## src/rtl/metropolis_judge.sv

```systemverilog
// metropolis_judge
//   Metropolis accept/reject stage for one replica node, time-multiplexed over
//   BASE_NUM bases. Each cycle the base selected by base_id may receive a move
//   proposal (judged from delta, prob and rnd), a replica-exchange load from a
//   neighbour, or a shift-load. Per-base total distance is kept with saturating
//   arithmetic, together with per-base accepted/judged move counters.
//
// Ports
//   clk, reset          clock, synchronous active-high reset
//   base_id             base addressed this cycle (all per-base ports)
//   in_valid/in_kind    move proposal and its kind (0=THR 1=TWO 2=OR)
//   in_k_lt_l           K<L flag for or-opt moves
//   delta               signed distance change of the proposed move
//   prob, rnd           exp-unit probability and uniform random for the test
//   xchg_cmd            0=NONE 1=PREV 2=FOLW 3=reserved(NONE)
//   distance_shift      unconditional load of prev_data
//   prev_data/folw_data neighbour distances
//   out_data            dist[base_id], combinational
//   out_valid/out_com   registered decision (0=THR 1=TWO 2=OR0 3=OR1)
//   out_base            base of the registered decision
//   sat_flag            sticky flag: some distance update was clamped
//   stat_clr            clear all statistics counters
//   stat_sel            statistics read select
//   stat_acc/stat_trial registered counter read-back for stat_sel
module metropolis_judge #(
  parameter int ID       = 0,
  parameter int BASE_NUM = 4,
  parameter int DATA_W   = 27,
  parameter int DELTA_W  = 25,
  parameter int PROB_W   = 23,
  parameter int CNT_W    = 16
) (
  input  logic                        clk,
  input  logic                        reset,
  input  logic [$clog2(BASE_NUM)-1:0] base_id,
  input  logic                        in_valid,
  input  logic [1:0]                  in_kind,
  input  logic                        in_k_lt_l,
  input  logic signed [DELTA_W-1:0]   delta,
  input  logic signed [PROB_W+3:0]    prob,
  input  logic [PROB_W-1:0]           rnd,
  input  logic [1:0]                  xchg_cmd,
  input  logic                        distance_shift,
  input  logic [DATA_W-1:0]           prev_data,
  input  logic [DATA_W-1:0]           folw_data,
  output logic [DATA_W-1:0]           out_data,
  output logic                        out_valid,
  output logic [1:0]                  out_com,
  output logic [$clog2(BASE_NUM)-1:0] out_base,
  output logic                        sat_flag,
  input  logic                        stat_clr,
  input  logic [$clog2(BASE_NUM)-1:0] stat_sel,
  output logic [CNT_W-1:0]            stat_acc,
  output logic [CNT_W-1:0]            stat_trial
);

  localparam int BW = $clog2(BASE_NUM);

  typedef enum logic [1:0] {KIND_THR, KIND_TWO, KIND_OR, KIND_RSVD} kind_e;
  typedef enum logic [1:0] {COM_THR, COM_TWO, COM_OR0, COM_OR1} com_e;
  typedef enum logic [1:0] {XCHG_NONE, XCHG_PREV, XCHG_FOLW, XCHG_RSVD} xchg_e;

  // Time-multiplexing needs at least two bases; ID is only informational.
  if (BASE_NUM < 2 || ID < 0) begin : g_param_check
    $error("metropolis_judge: BASE_NUM must be >= 2 and ID non-negative");
  end

  logic [DATA_W-1:0] dist_q  [BASE_NUM];
  logic [DATA_W-1:0] dist_d  [BASE_NUM];
  logic [CNT_W-1:0]  acc_q   [BASE_NUM];
  logic [CNT_W-1:0]  acc_d   [BASE_NUM];
  logic [CNT_W-1:0]  trial_q [BASE_NUM];
  logic [CNT_W-1:0]  trial_d [BASE_NUM];

  logic          out_valid_q, out_valid_d;
  com_e          out_com_q, out_com_d;
  logic [BW-1:0] out_base_q, out_base_d;
  logic          sat_flag_q, sat_flag_d;
  logic [CNT_W-1:0] stat_acc_q, stat_acc_d;
  logic [CNT_W-1:0] stat_trial_q, stat_trial_d;

  logic                     xchg_prev, xchg_folw, exch_busy;
  logic                     judge, accept;
  logic                     delta_nonpos, prob_wins;
  logic [DATA_W-1:0]        cur_dist;
  logic signed [DATA_W+1:0] sum;
  logic [DATA_W-1:0]        sat_dist;
  logic                     clamp;

  // Move decision and saturating distance update for the addressed base.
  always_comb begin
    xchg_prev    = (xchg_cmd == XCHG_PREV);
    xchg_folw    = (xchg_cmd == XCHG_FOLW);
    exch_busy    = xchg_prev || xchg_folw || distance_shift;
    judge        = in_valid && (in_kind != KIND_THR) && !exch_busy;
    delta_nonpos = delta[DELTA_W-1] || (delta == '0);
    // rnd is unsigned; zero-extend it into prob's signed width before comparing.
    prob_wins    = prob > $signed({4'b0000, rnd});
    accept       = judge && (delta_nonpos || prob_wins);

    cur_dist = '0;
    for (int i = 0; i < BASE_NUM; i++) begin
      if (base_id == BW'(i)) cur_dist = dist_q[i];
    end

    // Two guard bits: the top one catches underflow, the next one overflow.
    sum   = $signed({2'b00, cur_dist}) +
            $signed({{(DATA_W + 2 - DELTA_W){delta[DELTA_W-1]}}, delta});
    clamp = 1'b0;
    if (sum[DATA_W+1]) begin
      sat_dist = '0;
      clamp    = 1'b1;
    end else if (sum[DATA_W]) begin
      sat_dist = '1;
      clamp    = 1'b1;
    end else begin
      sat_dist = sum[DATA_W-1:0];
    end
  end

  // Next-state for the per-base distance and statistics arrays.
  always_comb begin
    for (int i = 0; i < BASE_NUM; i++) begin
      dist_d[i]  = dist_q[i];
      acc_d[i]   = acc_q[i];
      trial_d[i] = trial_q[i];
      if (base_id == BW'(i)) begin
        if (distance_shift || xchg_prev) dist_d[i] = prev_data;
        else if (xchg_folw)              dist_d[i] = folw_data;
        else if (accept)                 dist_d[i] = sat_dist;
        if (judge && (trial_q[i] != '1)) trial_d[i] = trial_q[i] + 1'b1;
        if (accept && (acc_q[i] != '1))  acc_d[i]   = acc_q[i] + 1'b1;
      end
      if (stat_clr) begin
        acc_d[i]   = '0;
        trial_d[i] = '0;
      end
    end

    stat_acc_d   = '0;
    stat_trial_d = '0;
    for (int i = 0; i < BASE_NUM; i++) begin
      if (stat_sel == BW'(i)) begin
        stat_acc_d   = acc_q[i];
        stat_trial_d = trial_q[i];
      end
    end

    out_valid_d = in_valid;
    out_base_d  = base_id;
    out_com_d   = COM_THR;
    if (accept && in_kind == KIND_TWO)     out_com_d = COM_TWO;
    else if (accept && in_kind == KIND_OR) out_com_d = in_k_lt_l ? COM_OR0 : COM_OR1;
    sat_flag_d = sat_flag_q || (accept && clamp);
  end

  always_ff @(posedge clk) begin
    if (reset) begin
      for (int i = 0; i < BASE_NUM; i++) begin
        dist_q[i]  <= '0;
        acc_q[i]   <= '0;
        trial_q[i] <= '0;
      end
      out_valid_q  <= 1'b0;
      out_com_q    <= COM_THR;
      out_base_q   <= '0;
      sat_flag_q   <= 1'b0;
      stat_acc_q   <= '0;
      stat_trial_q <= '0;
    end else begin
      for (int i = 0; i < BASE_NUM; i++) begin
        dist_q[i]  <= dist_d[i];
        acc_q[i]   <= acc_d[i];
        trial_q[i] <= trial_d[i];
      end
      out_valid_q  <= out_valid_d;
      out_com_q    <= out_com_d;
      out_base_q   <= out_base_d;
      sat_flag_q   <= sat_flag_d;
      stat_acc_q   <= stat_acc_d;
      stat_trial_q <= stat_trial_d;
    end
  end

  assign out_data   = cur_dist;
  assign out_valid  = out_valid_q;
  assign out_com    = out_com_q;
  assign out_base   = out_base_q;
  assign sat_flag   = sat_flag_q;
  assign stat_acc   = stat_acc_q;
  assign stat_trial = stat_trial_q;

endmodule

```

## config.mk

```make
export PLATFORM = sky130hd
export DESIGN_NAME = metropolis_judge
export DESIGN_NICKNAME = d
export VERILOG_FILES = /design/src/rtl/metropolis_judge.sv
export SDC_FILE = /design/constraint.sdc
export NUM_CORES = 1
export LEC_CHECK = 0
export CORE_ASPECT_RATIO = 1.1
export CORE_UTILIZATION = 60
export DETAILED_ROUTE_END_ITERATION = 6
export PLACE_DENSITY = 0.93
export SYNTH_ARGS = -nofsm -noshare
export SYNTH_HDL_FRONTEND = slang
export SYNTH_SLANG_ARGS = --single-unit
```

## constraint.sdc

```tcl
create_clock -name clk -period 10.1 [get_ports clk]
set_input_delay 1.01 -clock clk [delete_from_list [all_inputs] [get_ports clk]]
set_output_delay 1.01 -clock clk [all_outputs]
set_load 0.02 [all_outputs]
```

=== Yosys cells after proc, flatten, opt, wreduce, memory -nomap -nowiden ===
Memory sizes are Yosys's and may differ from the RTL's.
Index checks and enable logic that the tools add are counted.

* Flip-flop bits (word level): 38
* RAM bits: 236
* Input bits: 143
* Logic and storage cells: 151
* Memories: 3

{| class="wikitable"
|+ Memories
! memory !! depth !! bits a word !! read ports !! clocked after Yosys merged registers in !! write ports !! line !! RTL
|-
| dist_q || 4 || 27 || 4 || 0 || 4 || 68 || <nowiki>logic [DATA_W-1:0] dist_q [BASE_NUM];</nowiki>
|-
| acc_q || 4 || 16 || 4 || 0 || 4 || 70 || <nowiki>logic [CNT_W-1:0] acc_q [BASE_NUM];</nowiki>
|-
| trial_q || 4 || 16 || 4 || 0 || 4 || 72 || <nowiki>logic [CNT_W-1:0] trial_q [BASE_NUM];</nowiki>
|}

* Add/subtract/negate cells: 9
* Magnitude comparators: 1
* Equal/unequal tests: 18
* Mux-type cells: 74
* Bitwise operators: 13
* Reduce and logical (&&, ||, !) cells: 26

{| class="wikitable"
|+ Operators by type and width
! cell !! number
|-
| 2-to-1 mux 27 bit || 26
|-
| 2-to-1 mux 16 bit || 40
|-
| adder 16 x 1 -> 16 bit, second input constant || 8
|-
| inequality test 16 bit, second input constant || 8
|-
| adder 28 x 25 -> 29 bit || 1
|-
| > comparator 27 x 24 -> 1 bit || 1
|-
| zero test 25 bit || 1
|-
| logical AND 1 bit || 14
|-
| == test 2 bit, second input constant || 6
|-
| OR 1 bit || 12
|-
| == test 2 x 1 -> 1 bit, second input constant || 4
|-
| 2-to-1 mux 1 bit || 8
|-
| logical OR 1 bit || 6
|-
| zero test 2 bit || 2
|-
| OR reduction 3 bit || 1
|-
| nonzero test 2 bit || 1
|-
| zero test 1 bit || 1
|-
| inverter 1 bit || 1
|}

=== Logic depth before layout (Yosys ltp) ===
Gate-level depths: netlist (run 1).

* Depth in word-level cells: 13
* Depth in mapped cells: 16
* Mapped depth without buffers: 12

=== Worst setup path after synthesis (run 1) ===
Ideal clock, no wire load.

* Path kind: input to register
* Start point: input port base_id[0]
* End point: memory dist_q[3][21]
* Library setup time: 0.091 ns
* Arrival time: 5.538 ns
* Required time: 10.009 ns
* Setup slack: 4.471 ns
* Stages on the path: 15
* Buffers on the path: 4
* Path through: clkbuf_1 -> buf_1 -> buf_1 -> mux4_2 -> ha_1 -> fa_1 -> a211oi_1 -> o21ai_0 -> and4_1 -> nor2_1 -> mux2_2 -> nor2_2 -> buf_2 -> o221ai_1 -> a311oi_1

{| class="wikitable"
|+ RTL lines
! item !! line !! RTL
|-
| start, declared || 35 || <nowiki>input logic [$clog2(BASE_NUM)-1:0] base_id,</nowiki>
|-
| end, declared || 68 ||
|}

==> results.txt, run 1 <==
Setup violations remaining at the end of the flow were counted as 0. Yosys mapped a number of flops with a built-in enable equal to 0. Of the available clock period, the critical path in the final layout requires 53.63%. The worst setup path is captured at a flip-flop. The cell with the largest stage delay on the worst path is sky130_fd_sc_hd__nand3_1. The per-cell routed wire length came out at 21.73 um. The total area of multi-input combinational cells is 0.009220 mm2. The number of warning messages in the yosys log is 0.

The synthesized design contains 274 register bits. TritonCTS created 27 clock buffers. The cell family contributing the most delay on the critical path is compound AO/OA/AOI/OAI gates. The top cell types in the final layout, fill and taps aside, are 274 x sky130_fd_sc_hd__dfxtp_1, 204 x sky130_fd_sc_hd__clkdlybuf4s50_1, 152 x sky130_fd_sc_hd__nor2_1.

The number of vias in the routed layout came out at 14245. Setup repair after global routing left no endpoint under its margin. The required time at the endpoint of the critical path came out at 10550 ps. The number of slew-limit violations in the final report is 0. In this run, placement finished with an instance count of 2135. The number of DRC markers in iteration 0 is 1346. At the worst endpoint, the arrival time is 5860 ps. The clock root buffer is sky130_fd_sc_hd__clkbuf_16. The area of the die is 0.02622 mm2. The vias per cell came out at 6.525. Detailed placement finished with a half-perimeter wire length of 33190 um. The insertion delay to the later sink of the worst-skew pair came out at 560 ps. The number of placement rows is 61. The tightest min-delay check is of the reg2reg type. In the synthesized netlist the dominant register cell turns out to be sky130_fd_sc_hd__dfxtp_1. The flow ran to the end, and the final reports show no timing, DRC or antenna violations. The post-route core utilization is 72.80%. The CTS sink count is 274.

For the final database, setup skew stands at 24.55 ps. The via count of the first global-routing pass was 13947. Of all flip-flops after synthesis, the portion carrying an async set or reset was 0%. The highest attainable clock frequency came out at 0.1846 GHz.

Across all hold checks on the routed design, the worst slack comes to 473.6 ps. Clock-pin slew was measured on the worst setup and hold paths at 60 ps. The count of nets left with antenna violations once routing finished came out at 0. Once the floorplan was initialized, standard cells occupied 60.92% of the core. The most common cell after layout, fill and taps aside is sky130_fd_sc_hd__dfxtp_1. The iteration count of the initial detailed-routing pass came out at 5. Max-cap violations in this run came to 0. The signal on the critical path passes through clkdlybuf4s50_1 > buf_4 > mux4_2 > ha_1 > fa_1 > a211oi_1 > o21ai_0 > and4_1 > nor2_1 > mux2i_1 > nand3_1 > a21oi_1 > o221ai_1 > o21ai_0. The completed layout was analyzed and its total power is 2.537 mW. The maximum level of the CTS H-tree came out at 1. STA classifies the critical path startpoint as an input pin. The critical path is of the in2reg type. The sum of buffers and inverters on the critical path came out at 2. Setup slack on the critical path of the routed design comes to 4683 ps. The width of the die came out at 154.5 um. The fraction of layout instances using a drive strength above 1 is 7.874%. The cell area that synthesis handed to floorplanning was 0.01534 mm2.

The first-pass GRT wire length came out at 74220 um. The longest individual stage delay on the worst path came out at 530 ps. The final estimated routing congestion in global placement is 0.9813.

TritonCTS built the clock tree. The area after detailed placement came out at 0.01747 mm2. The number of remaining DRC errors came out at 0. After routing the design area is 0.01834 mm2.

The count of buffers from port buffering came out at 207. The count of distinct cell types in the synthesized netlist is 78. Registers take 0.005485 mm2. The total global routing track utilization came out at 35.83%.

The mean instance size in the synthesized netlist is 9.004 um2. The filler cell count came out at 1767. The number of nets in the layout is 2054. The number of instances resized during post-cts repair came out at 0. The overall die height is 169.7 um. The hold buffer count at CTS is 0. The total grt overflow came out at 0. The most prevalent standard cell on the critical path is sky130_fd_sc_hd__o21ai_0. The final-report hold violation count is 0. The post-route non-filler standard cell count came out at 2183. Summed over all cells, the static leakage comes to 6.719 nW.

The share of synthesized area occupied by flip-flops and latches came out at 35.75%. The number of top-level pins is 208. The cell area power density is 138.4 mW/mm2. The worst setup slack for register-to-register paths came out at 5750 ps. The pin slew with the least headroom to its limit is 1333 ps.

The post-route minimum period is 5417 ps. Before CTS, the worst setup slack after placement is 4212 ps. The overall routed net length came out at 47430 um. The number of nets produced by synthesis is 1909. The total negative slack is 0 ps. The maximum fanout encountered on the critical timing path is 36. The area added between synthesis and finish came out at 19.51%. The longest clock path from root to sink contains 3 buffers. After clock tree synthesis, the setup repair step added 0 buffers.

The largest voltage drop on the vdd net is 0.0001295 V. The number of instances in the synthesized netlist came out at 1704. The initial antenna violation count is 2. The placeable core region came out at 0.02519 mm2.

The largest net degree at the start of global routing came out at 99. The worst slew margin relative to its limit came out at 10.17%.
cell type report:
class	count	share of cell area [%]
clock inverter	9	0.4367
sequential	274	29.91
inverter	58	1.187
antenna	1	0.01365
tap	315	2.149
multi-input combinational	1269	50.28
timing repair buffer	219	11.72
clock buffer	38	4.292
report_power, final:
part	leakage (nW)	internal (mW)	switching [mW]
Combinational	4.07	0.176	0.243
Clock	0.431	0.567	0.432
Sequential	2.22	1.11	0.0125
per-layer routing:
layer / share of wire (%) / GRT usage [%] / routed length (um)
met1: 39 / 44.50 / 18690
met2: 48 / 61.87 / 22720
met3: 9.1 / 6.231 / 4329
met4: 3.5 / 14.03 / 1676
met5: 0.027 / 0 / 13
synth_stat cells (19+ instances only):
library cell	number	area share [%]
sky130_fd_sc_hd__dfxtp_1	274	36
sky130_fd_sc_hd__xnor2_1	38	2.2
sky130_fd_sc_hd__nand3b_1	22	1.1
sky130_fd_sc_hd__nand4_1	40	1.6
sky130_fd_sc_hd__inv_1	57	1.4
sky130_fd_sc_hd__mux2i_1	19	1.2
sky130_fd_sc_hd__a21oi_1	100	3.3
sky130_fd_sc_hd__and3_1	36	1.5
sky130_fd_sc_hd__nand3_1	58	1.9
sky130_fd_sc_hd__ha_1	61	5.0
sky130_fd_sc_hd__nor2_1	153	3.7
sky130_fd_sc_hd__clkbuf_1	68	1.7
sky130_fd_sc_hd__o21ai_0	87	2.8
sky130_fd_sc_hd__nor3b_1	54	2.6
sky130_fd_sc_hd__or3_1	33	1.3
sky130_fd_sc_hd__and2_1	45	1.8
sky130_fd_sc_hd__mux4_2	59	8.7
sky130_fd_sc_hd__nor3_1	19	0.62
sky130_fd_sc_hd__o21bai_1	55	2.7
sky130_fd_sc_hd__nand2_1	112	2.7
sky130_fd_sc_hd__buf_2	24	0.78
sky130_fd_sc_hd__xor2_1	59	3.4
sky130_fd_sc_hd__a21o_1	29	1.4
final timing paths:
check                                                 from                         end  cells past startpoint
worst min register to register  dist_q[1][14]$_SDFFE_PP0P_  dist_q[1][14]$_SDFFE_PP0P_                      2
worst max-delay path                            base_id[1]  dist_q[2][20]$_SDFFE_PP0P_                     14
worst max register to register   dist_q[2][0]$_SDFFE_PP0P_  dist_q[2][20]$_SDFFE_PP0P_                     12
worst min-delay path            dist_q[1][14]$_SDFFE_PP0P_  dist_q[1][14]$_SDFFE_PP0P_                      2
sequential cells by signal (all words and copies together), names as in the netlist:
name        cells
acc_q          64
dist_q        108
out_base        2
out_com         2
out_valid       1
sat_flag        1
stat_acc       16
stat_trial     16
trial_q        64
kinds of logic after synthesis:
family          Yosys count  share of synthesized area [%]
compound gates          393                          17.32
xor+xnor                 97                          5.537
fa+ha+maj                62                          5.105
buf+inv                 161                          4.191
flops                   274                          35.75
mux                      79                          9.973
simple gates            638                          22.12
tightest hold or removal path: cells and delay by family (launching register included):
| family | cells | cell delay, ps |
|---|---|---|
| flops | 1 | 310 |
| simple gates | 1 | 60 |
| compound gates | 1 | 60 |
Power figures use the tool's default switching activity.
==> run 2: changes to the inputs <==
CORE_UTILIZATION = 56   (was 60)
PLACE_DENSITY = 0.88   (was 0.93)
clock period = 5.05 ns   (was 10.1 ns; I/O delays follow)
==> run 2 against run 1 <==
  * Non-clock buffer count is 24 higher
  * Clock power is 110% higher
  * Die area is 7.1% higher
  * Sequential share of layout area is 0.49 points lower
  * Critical path type unchanged
  * Largest cell class unchanged
  * Largest power group unchanged
  * Highest routed layer unchanged
==> results.txt, run 2 (synthesized netlist as in run 1, its figures left out) <==
Biggest registers after layout: dist_q: 108 flops, acc_q: 64 flops, trial_q: 64 flops (unchanged). The insertion delay to the later sink of the worst-skew pair is 550 ps (was 560 ps). List of cells traversed by the critical path: clkdlybuf4s50_1 > buf_12 > mux4_2 > fa_1 > a211oi_1 > o21ai_0 > and4_1 > nor2_1 > mux2_2 > nor2_2 > buf_4 > o21ai_0 > a211o_1 > o22ai_1 (was clkdlybuf4s50_1 > buf_4 > mux4_2 > ha_1 > fa_1 > a211oi_1 > o21ai_0 > and4_1 > nor2_1 > mux2i_1 > nand3_1 > a21oi_1 > o221ai_1 > o21ai_0).

The total negative slack came out at 0 ps (unchanged). The number of DRC markers in iteration 0 came out at 1184 (was 1346). Subtracting the final worst setup slack from the clock period gives 4390 ps.

The cell with the largest stage delay on the worst path is sky130_fd_sc_hd__clkdlybuf4s50_1 (was sky130_fd_sc_hd__nand3_1). The global-route track usage on met3 was 5.053% (was 6.231%). The CTS tree was yes (unchanged).

The reg-to-reg endpoint is dist_q[2][11]$_SDFFE_PP0P_ (was dist_q[2][20]$_SDFFE_PP0P_). The longest individual stage delay on the worst path was 630 ps (was 530 ps). The final instance area is 0.01864 mm2 (was 0.01834 mm2). The clock tree skew after final layout came out at 10.73 ps (was 24.55 ps). The count of buffers from port buffering is 207 (unchanged). The worst min-delay path category is in2reg (was reg2reg). The slack of the critical path came out at 659.6 ps (was 4683 ps). The number of slew-limit violations in the final report was 0 (unchanged).

The most prevalent standard cell on the critical path is sky130_fd_sc_hd__o21ai_0 (unchanged). The overall die height is 175.6 um (was 169.7 um). The area of the die came out at 0.02807 mm2 (was 0.02622 mm2). The iteration count of the initial detailed-routing pass is 6 (was 5). The area after detailed placement came to 0.01772 mm2 (was 0.01747 mm2). The cell area power density came out at 278.7 mW/mm2 (was 138.4 mW/mm2).

The area added between synthesis and finish is 21.50% (was 19.51%). The most congested layer reported by global routing is met2 (unchanged). The width of the die was 159.8 um (was 154.5 um). The startpoint of the worst register-to-register path is dist_q[3][0]$_SDFFE_PP0P_ (was dist_q[2][0]$_SDFFE_PP0P_). The largest voltage drop on the vdd net came to 0.0003084 V (was 0.0001295 V).

The number of flip-flops in the largest register is 108 (unchanged). The worst setup slack for register-to-register paths came to 810 ps (was 5750 ps). The final estimated routing congestion in global placement is 1.019 (was 0.9813). The largest net degree at the start of global routing came out at 90 (was 99).

The largest register by flop count is dist_q (unchanged). The total global routing track utilization is 34.39% (was 35.83%). The pin slew with the least headroom to its limit is 1321 ps (was 1333 ps). The overall routed net length came to 48540 um (was 47430 um).

The number of vias in the routed layout came out at 14393 (was 14245). The end point of the worst hold path was sat_flag$_SDFF_PP0_ (was dist_q[1][14]$_SDFFE_PP0P_). The filler cell count was 2068 (was 1767). The fraction of met1 tracks used by global routing came out at 43.79% (was 44.50%). The data arrival at the endpoint of the critical path is 4850 ps (was 5860 ps). The CTS sink count came to 274 (unchanged). RSZ-0062 raised after global routing: false (unchanged). The number of nets in the layout is 2079 (was 2054).

The clock transition at the registers of the reported paths came out at 70 ps (was 60 ps). The final-report hold violation count is 0 (unchanged). The type of element capturing the critical path is a flip-flop (unchanged). The cell leakage power was 6.856 nW (was 6.719 nW). The per-cell routed wire length came out at 21.55 um (was 21.73 um).

The number of instances resized during post-cts repair came out at 0 (unchanged). The origin of the worst min-delay path is reset (was dist_q[1][14]$_SDFFE_PP0P_). Status: finished clean (unchanged). The starting utilization of the core area was 56.92% (was 60.92%). The global-route track usage on met2 is 60.08% (was 61.87%). The post-route fraction of the period consumed by the critical path came out at 86.94%. The most common cell after layout, fill and taps aside is sky130_fd_sc_hd__dfxtp_1 (unchanged). The number of top-level pins is 208 (unchanged).

The placeable core region came out at 0.02696 mm2 (was 0.02519 mm2). The type of element launching the critical path is an input pin (unchanged). The vias per cell is 6.391 (was 6.525). The required time at the endpoint of the critical path came out at 5510 ps (was 10550 ps). The maximum fanout encountered on the critical timing path came out at 13 (was 36). The initial antenna violation count came out at 1 (was 2). The half-perimeter wire length after detailed placement is 34830 um (was 33190 um).

The post-layout total power is 5.195 mW (was 2.537 mW). The worst hold path cell count was 2 (unchanged). The post-route antenna net violation count came to 0 (unchanged). The clock root buffer was sky130_fd_sc_hd__clkbuf_16 (unchanged). The number of placement rows is 63 (was 61). The total grt overflow was 0 (unchanged). The count of max-cap constraint violations came to 0 (unchanged).

The maximum level of the CTS H-tree is 1 (unchanged). The worst reg-to-reg path cell count is 13 (was 12). The count of buffers added by post-CTS timing repair for setup is 0 (unchanged).

Most used cells in the layout excluding fill and tap cells: 274 x sky130_fd_sc_hd__dfxtp_1, 204 x sky130_fd_sc_hd__clkdlybuf4s50_1, 152 x sky130_fd_sc_hd__nor2_1 (unchanged). The first-pass GRT wire length is 77070 um (was 74220 um). The number of buffers between clock root and the deepest sink came out at 3 (unchanged). The number of remaining DRC errors is 0 (unchanged). The clock buffer count from CTS came out at 28 (was 27). The worst slew margin relative to its limit came to 10.75% (was 10.17%). The hold buffer count at CTS came out at 0 (unchanged).

The fraction of layout instances using a drive strength above 1 came out at 8.870% (was 7.874%). The final setup violation count came out at 0 (unchanged). The via count of the first global-routing pass came to 14330 (was 13947).

The category of the critical setup timing path is in2reg (unchanged). The post-placement worst setup slack is 167.8 ps (was 4212 ps). Based on the critical path, the design can be clocked at up to 0.2278 GHz.
run 2: changes by cell type in the layout (fill, tap and decap cells not counted), moves of 3 or more:
cell and delta:
sky130_fd_sc_hd__clkinv_2 -3, sky130_fd_sc_hd__buf_4 +22, sky130_fd_sc_hd__clkbuf_8 -3, sky130_fd_sc_hd__clkbuf_1 +6
run 2: final cells by class:
class                      count  area [um2]  share of cell area, %
multi-input combinational   1269        9220                  49.46
antenna                        1       2.502                0.01342
clock buffer                  43       818.3                  4.390
clock inverter                 7       96.34                 0.5168
tap                          357       446.7                  2.396
inverter                      58       217.7                  1.168
sequential                   274        5485                  29.42
timing repair buffer         243        2355                  12.63
run 2: metal layers:
layer / routed length (um) / share of wire (%) / vias to the layer above
met5: 13 / 0.027 / -
met3: 4327 / 8.9 / 114
li1: - / - / 6545
met2: 23570 / 49 / 716
met1: 19230 / 40 / 7016
met4: 1390 / 2.9 / 2
run 2: how the worst max path moves through the flow:
| stage | start | end | depth (start not counted) |
|---|---|---|---|
| 6_report | base_id[1] | dist_q[2][11]$_SDFFE_PP0P_ | 14 |
| 4_1_cts | base_id[1] | dist_q[0][11]$_SDFFE_PP0P_ | 14 |
| 3_5_place_dp | base_id[1] | dist_q[0][11]$_SDFFE_PP0P_ | 14 |
| 5_1_grt | base_id[1] | dist_q[2][11]$_SDFFE_PP0P_ | 14 |
| 3_3_place_gp | base_id[1] | dist_q[0][11]$_SDFFE_PP0P_ | 14 |
| 2_1_floorplan | base_id[0] | dist_q[3][21]$_SDFFE_PP0P_ | 15 |
run 2: metrics by stage:
step / hold slack [ps] / cells / util, %
after floorplan: 446.7 / 1704 / -
after global placement: 459.8 / 2201 / 65.75
after detailed placement: 467.6 / 2201 / 65.75
after CTS: 423.4 / 2251 / 69.14
after global routing: 470.6 / 2251 / 69.14
final: 427.9 / 2252 / 69.15
run 2: where the power goes:
group	internal [mW]	leakage, nW	switching [mW]	total, mW
Clock	1.22	0.440	0.874	2.09
Combinational	0.371	4.20	0.496	0.867
Sequential	2.21	2.22	0.0252	2.24
run 2: critical path, delay by kind of cell:
family                     cells  cell delay (ps)
muxes                          2              750
AOI/OAI and AO/OA              5             1190
buffers and inverters          3             1100
and+or+nand+nor                3              840
adders and majority gates      1              460
